==> src/rtl/kuznechik_l_transform.sv <==
// Kuznechik linear transform L = R^16 and its inverse, computed iteratively with UNROLL
// R-steps per clock behind valid/ready handshakes on both sides.
module kuznechik_l_transform #(
  parameter int unsigned UNROLL = 1  // legal: 1, 2, 4, 8, 16
) (
  input  logic         clk,
  input  logic         rst,
  input  logic         in_valid,
  output logic         in_ready,
  input  logic [127:0] in_data,
  input  logic         in_inv,
  output logic         out_valid,
  input  logic         out_ready,
  output logic [127:0] out_data,
  output logic         busy
);

  typedef enum logic [1:0] {StIdle, StRun, StDone} fsm_e;

  // Coefficient for byte a_i sits at bits [8*i +: 8]; a15 is the top byte.
  localparam logic [127:0] LinCoef = 128'h94_20_85_10_c2_c0_01_fb_01_c0_c2_10_85_20_94_01;

  fsm_e         fsm_q, fsm_d;
  logic [127:0] state_q, state_d;
  logic         inv_q, inv_d;
  logic [4:0]   cnt_q, cnt_d;
  logic [4:0]   cnt_sum;
  logic [127:0] stepped;

  // GF(2^8) multiply modulo x^8+x^7+x^6+x+1; constant operands fold into fixed tables.
  function automatic logic [7:0] gf_mul(input logic [7:0] a, input logic [7:0] b);
    logic [7:0] x;
    logic [7:0] p;
    x = a;
    p = '0;
    for (int i = 0; i < 8; i++) begin
      if (b[i]) p = p ^ x;
      x = {x[6:0], 1'b0} ^ (x[7] ? 8'hc3 : 8'h00);
    end
    return p;
  endfunction

  function automatic logic [7:0] l_func(input logic [127:0] s);
    logic [7:0] acc;
    acc = '0;
    for (int i = 0; i < 16; i++) begin
      acc = acc ^ gf_mul(s[8*i +: 8], LinCoef[8*i +: 8]);
    end
    return acc;
  endfunction

  function automatic logic [127:0] fwd_step(input logic [127:0] s);
    return {l_func(s), s[127:8]};
  endfunction

  // Rotating a15 into the a0 slot lets the forward coefficient vector serve the inverse.
  function automatic logic [127:0] inv_step(input logic [127:0] s);
    logic [127:0] v;
    v = {s[119:0], s[127:120]};
    return {s[119:0], l_func(v)};
  endfunction

  always_comb begin
    stepped = state_q;
    for (int unsigned i = 0; i < UNROLL; i++) begin
      stepped = inv_q ? inv_step(stepped) : fwd_step(stepped);
    end
  end

  assign cnt_sum = cnt_q + 5'(UNROLL);

  always_comb begin
    fsm_d     = fsm_q;
    state_d   = state_q;
    inv_d     = inv_q;
    cnt_d     = cnt_q;
    in_ready  = 1'b0;
    out_valid = 1'b0;
    out_data  = '0;
    busy      = 1'b0;
    case (fsm_q)
      StIdle: begin
        in_ready = 1'b1;
        if (in_valid) begin
          state_d = in_data;
          inv_d   = in_inv;
          cnt_d   = '0;
          fsm_d   = StRun;
        end
      end
      StRun: begin
        busy    = 1'b1;
        state_d = stepped;
        cnt_d   = cnt_sum;
        if (cnt_sum == 5'd16) fsm_d = StDone;
      end
      StDone: begin
        busy      = 1'b1;
        out_valid = 1'b1;
        out_data  = state_q;
        if (out_ready) fsm_d = StIdle;
      end
      default: fsm_d = StIdle;
    endcase
  end

  always_ff @(posedge clk or posedge rst) begin
    if (rst) begin
      fsm_q   <= StIdle;
      state_q <= '0;
      inv_q   <= 1'b0;
      cnt_q   <= '0;
    end else begin
      fsm_q   <= fsm_d;
      state_q <= state_d;
      inv_q   <= inv_d;
      cnt_q   <= cnt_d;
    end
  end

endmodule
==> config.mk <==
export PLATFORM = sky130hd
export DESIGN_NAME = kuznechik_l_transform
export DESIGN_NICKNAME = d
export VERILOG_FILES = /design/src/rtl/kuznechik_l_transform.sv
export SDC_FILE = /design/constraint.sdc
export NUM_CORES = 1
export LEC_CHECK = 0
export BUFFER_PORTS_ARGS = -buffer_cell sky130_fd_sc_hd__buf_4
export CORE_MARGIN = 5
export CORE_UTILIZATION = 43
export CTS_BUF_LIST = sky130_fd_sc_hd__clkbuf_4 sky130_fd_sc_hd__clkbuf_8
export CTS_CLUSTER_SIZE = 10
export DETAILED_ROUTE_END_ITERATION = 10
export GPL_ROUTABILITY_DRIVEN = 0
export PLACE_DENSITY = 0.72
export SYNTH_ARGS = -nofsm -noshare
export SYNTH_HDL_FRONTEND = slang
export SYNTH_SLANG_ARGS = --single-unit
==> constraint.sdc <==
create_clock -name clk -period 10 [get_ports clk]
set_input_delay 1.5 -clock clk [delete_from_list [all_inputs] [get_ports clk]]
set_output_delay 1.5 -clock clk [all_outputs]
set_load 0.03 [all_outputs]
==> metrics, run 1 <==
PortBufs about 260; num rows between 60 and 70; first-pass GRT wire length between 70000 and 80000 um; top cells by area, synth dfrtp_1 (25%), xnor2_1 (16%), xnor3_1 (14%); Min-Delay Endpoint cnt_q[0]; DRT Pass-1 Iters 5; final setup vio count 0; Worst-Skew Late Latency between 400 and 500 ps; vias roughly 11000; die area roughly 35000 um^2; Layout area overhead 16.5%; setup tns final 0 ps; YS warnings 0; Max Clk Rate 233 MHz; Slowest Stage Delay on Critical Path 830 ps; WP buf/inv 3; count of different cell masters after synthesis between 40 and 50; startpoint types flip-flop; starting DRC count in detailed routing 1142; Clk Tree Root Cell clkbuf_8; status complete, no violations; CTS tree done; EDFF count, synth 0; vias per inst 5.57; Max Cap Viol 0; Worst path slowest cell ha_2; Vert. Die Dim 187 um; kind of critical path flip-flop to output port; largest net degree at the start of global routing between 150 and 200; Finished Core Util 0.503; data required time of the worst path approximately 8500 ps; Hold Buf Count CTS 0; Synth Flop Type dfrtp_1; flop2flop setup slack 6480 ps; Layout Nets 1769; final WL 48300 um; drt wl/cell roughly 24 um; Final Slew Violations 0; r2r endpoint state_q[7]; Reg2Reg Depth 7; Max-slew headroom 0.238; worst-path cell chain inv_1, ha_2, buf_4, and2_1, buf_4; RSZ-0062 raised after global routing false; Ant. Diodes 0; final setup margin between 5000 and 6000 ps; Clock Skews between 15 and 20 ps; Hold Violations, Final 0; antenna violations before repair 0; CTS resizes 0; Worst-path clk slew 80 ps; TritonCTS buffer count 17; most used cell, CP buf_4; vias in the first global route about 11000; CTS sink cnt ~140; Synth Register Bits around 140; mapped cell area roughly 14000 um^2; hpwl dp roughly 35000 um; Placed Area roughly 15000 um^2; Hold Crit Class flip-flop to flip-flop; area leader, netlist dfrtp_1; CP max FO 70; Core ar. approximately 31000 um^2; share of layout cells above drive strength 1 0.194; Mapped Avg Cell Area 8.99 um^2; Syn Nets about 1600; r2r startpoint state_q[83]; Hold Crit Start cnt_q[0]; top-count cell post-synth xnor2_1; worst hold path depth 1; H-tree Lvls 4; Least-Margin Pin Slew between 1000 and 1500 ps; die width roughly 190 um; commonest cells in the netlist xnor2_1 (249), dfrtp_1 (136), nand2_1 (129); Starting Density 0.432; ys async rst share 1.00; Final Instance Area 15800 um^2; # IOs 264; Post-CTS Setup Repair Bufs 0; Worst setup EP type output port; Final min period roughly 4300 ps; GRT Overall Usage 0.266; Layout fillers ~2900; Synth top area share 0.252; antenna-violating nets left 0; clock buffer depth 2; dpl ws 5820 ps; post-synthesis sequential area ratio 0.252; Post-route DRC 0; worst path arrival time 2800 ps; total congestion overflow 0; Post-Synthesis Cells approximately 1500; critical path's top delay family buffers and inverters; Tcrit/Tclk final 0.430
==> placed cells by master, fill, tap and decap left out, drive strengths merged, types with 6 or more instances in the layout <==
cell / instances
o21ai: 127
mux2i: 116
o22ai: 6
clkbuf: 26
xnor2: 251
nor2: 124
buf: 271
and2: 128
xnor3: 85
a21oi: 126
inv: 6
dfrtp: 136
xor2: 64
nand2: 129
==> logic make-up after synthesis <==
family | synth area share
compound gates | 0.111
xor+xnor | 0.358
fa+ha+maj | 0.00370
buf+inv | 0.0543
flops | 0.252
mux | 0.0867
simple gates | 0.135
==> sequential cells by signal, indices dropped and copies added, names as in the netlist <==
register,flops
fsm_q,2
inv_q,1
cnt_q,5
state_q,128
==> through the flow <==
stage | hold WS (ps) | std cells
2_1_floorplan | 486 | 1505
3_3_place_gp | 504 | 2014
3_5_place_dp | 525 | 2014
4_1_cts | 543 | 2046
5_1_grt | 561 | 2047
6_report | 553 | 2047
==> how the worst max path moves through the flow <==
stage / slack, ps / endpoint / start / depth (start not counted)
floorplan: 4860 / cnt_q[0] / rst / 1
global placement: 5870 / state_q[2] / in_valid / 8
detailed placement: 5820 / state_q[126] / in_valid / 7
CTS: 5670 / out_data[125] / fsm_q[0] / 5
global route: 5440 / out_data[63] / fsm_q[0] / 5
finish: 5700 / out_data[65] / fsm_q[0] / 5
==> metal layers <==
layer	vias up	global-route usage	routed length, um	share of wire
met1	5410	0.359	20000	0.41
met5	-	0	0	0
met2	660	0.422	22000	0.46
li1	5215	-	-	-
met4	0	0.0941	1790	0.037
met3	107	0.0582	4580	0.095
==> cell type report <==
type | instances | area [um^2] | area share
multi-input combinational | 1200 | 9400 | 0.597
sequential | 136 | 3410 | 0.216
timing repair buffer | 271 | 2030 | 0.129
tap | 402 | 503 | 0.0319
clock buffer | 26 | 345 | 0.0219
clock inverter | 6 | 37.5 | 0.00238
inverter | 6 | 30.0 | 0.00191
Power of run 1 is left out: the tool's default activity adds up to more than one toggle a clock period on the data nets, which glitch-free logic cannot reach.
==> inputs of run 2 (changes only) <==
==> constraint.sdc (replaced) <==
create_clock -name clk -period 4.1 [get_ports clk]
set_input_delay 0.615 -clock clk [delete_from_list [all_inputs] [get_ports clk]]
set_output_delay 0.615 -clock clk [all_outputs]
set_load 0.03 [all_outputs]
==> metrics, run 2 (synthesis results as in run 1) <==
Placed Area 15500 um^2 (+1.2%); Post-route DRC 0 (unchanged); GRT Overall Usage 0.270 (+0.00400); Reg with most FFs state_q; post-route insts no fill 2058 (+0.54%); flop2flop setup slack 830 ps (-5650 ps); number of flip-flops in the largest register 128 (unchanged); starting DRC count in detailed routing 1222 (+7.0%); vias in the first global route 11400 (+0.83%); antenna violations before repair 0 (unchanged); Worst-Skew Late Latency 470 ps (about the same); H-tree Lvls 4 (unchanged); kind of critical path flip-flop to flip-flop; total congestion overflow 0 (unchanged); # IOs 264 (unchanged); status complete, no violations; data required time of the worst path 4470 ps (-4030 ps); Hold Violations, Final 0 (unchanged); drt wl/cell 23.7 um (+0.21%); Hold Crit Class input pin to async pin; startpoint types flip-flop; final setup vio count 0 (unchanged); CP max FO 7 (-90%); Regs by FF count state_q x128, cnt_q x5, fsm_q x2; Reg2Reg Depth 7 (unchanged); Ant. Diodes 0 (unchanged); worst path arrival time 3640 ps (+840 ps); first-pass GRT wire length 72500 um (+1.8%); vias 11500 (+0.74%); most frequent cells in the layout buf_4 (275), xnor2_1 (249), dfrtp_1 (135), nand2_1 (129), and2_1 (127); Tcrit/Tclk final 0.798; Cells after DPL 2026 (+0.60%); vias per inst 5.58 (+0.20%); setup tns final 0 ps (unchanged); Final Slew Violations 0 (unchanged); r2r endpoint state_q[7]; Post-CTS Setup Repair Bufs 0 (unchanged); share of layout cells above drive strength 1 0.199 (+0.00535); Starting Density 0.432 (unchanged); Layout Nets 1780 (+0.62%); PortBufs 263 (unchanged); TritonCTS buffer count 17 (unchanged); final WL 48700 um (+0.74%); RSZ-0062 raised after global routing false; Final min period about 3300 ps; CTS resizes 0 (unchanged); Max-slew headroom 0.440 (+0.201); antenna-violating nets left 0 (unchanged); largest net degree at the start of global routing 137 (-13%); Final Instance Area 16000 um^2 (+1.6%); CTS sink cnt 136 (unchanged); CTS tree done; clock buffer depth 2 (unchanged); Core ar. 31300 um^2 (unchanged); r2r startpoint state_q[83]; Hold Buf Count CTS 0 (unchanged); Max Clk Rate between 300 and 400 MHz; Clock Skews 17.0 ps (+1.43 ps); die area 35100 um^2 (unchanged); hpwl dp 35700 um (+1.7%); num rows 65 (unchanged); die width 187 um (unchanged); Layout fillers 2887 (+0.35%); Layout area overhead 18.4%; Worst setup EP type flip-flop; Least-Margin Pin Slew 840 ps (-302 ps); Clk Tree Root Cell clkbuf_8; Worst-path clk slew 90 ps (about the same); commonest non-fill, non-tap cell in the layout buf_4; DRT Pass-1 Iters 5 (unchanged); Hold WS 353 ps (-200 ps); Vert. Die Dim 187 um (unchanged); Max Cap Viol 0 (unchanged)
## run 2: how the worst max path moves through the flow
stage | startpoint | endpoint | slack (ps) | cells past startpoint
floorplan | state_q[83] | state_q[7] | 1300 | 8
global placement | state_q[83] | state_q[7] | 1080 | 7
detailed placement | state_q[83] | state_q[7] | 950 | 7
CTS | state_q[83] | state_q[7] | 900 | 7
global route | state_q[83] | state_q[7] | 770 | 7
finish | state_q[83] | state_q[7] | 830 | 7
## run 2: layout make-up
type                            count  area, um^2  share of cell area
Clock buffer                       20         269              0.0168
Sequential cell                   136        3410               0.213
Inverter                            6        31.3             0.00195
Tap cell                          402         503              0.0314
Multi-Input combinational cell   1200        9400               0.587
Clock inverter                     12         198              0.0123
Timing Repair Buffer              282        2200               0.138
## run 2: metal layers
metal | part of all wire | vias up | track usage
li1 | - | 5228 | -
met1 | 0.42 | 5538 | 0.371
met2 | 0.46 | 601 | 0.421
met3 | 0.091 | 109 | 0.0573
met4 | 0.037 | 0 | 0.0964
met5 | 0 | - | 0
## run 2: worst max-delay path, stage by stage, from the launching register on
cell	delay [ps]
dfrtp_1	510
xnor2_2	360
xor2_1	470
xnor3_1	510
xnor2_1	260
xnor3_1	450
xnor3_1	380
a221oi_2	240
## run 2: through the flow
stage	worst slack [ps]	util
6_report	827	0.511
5_1_grt	774	0.511
4_1_cts	904	0.511
3_5_place_dp	953	0.496
3_3_place_gp	1080	0.496
2_1_floorplan	1300	-
Power of run 2 is left out for the same reason.
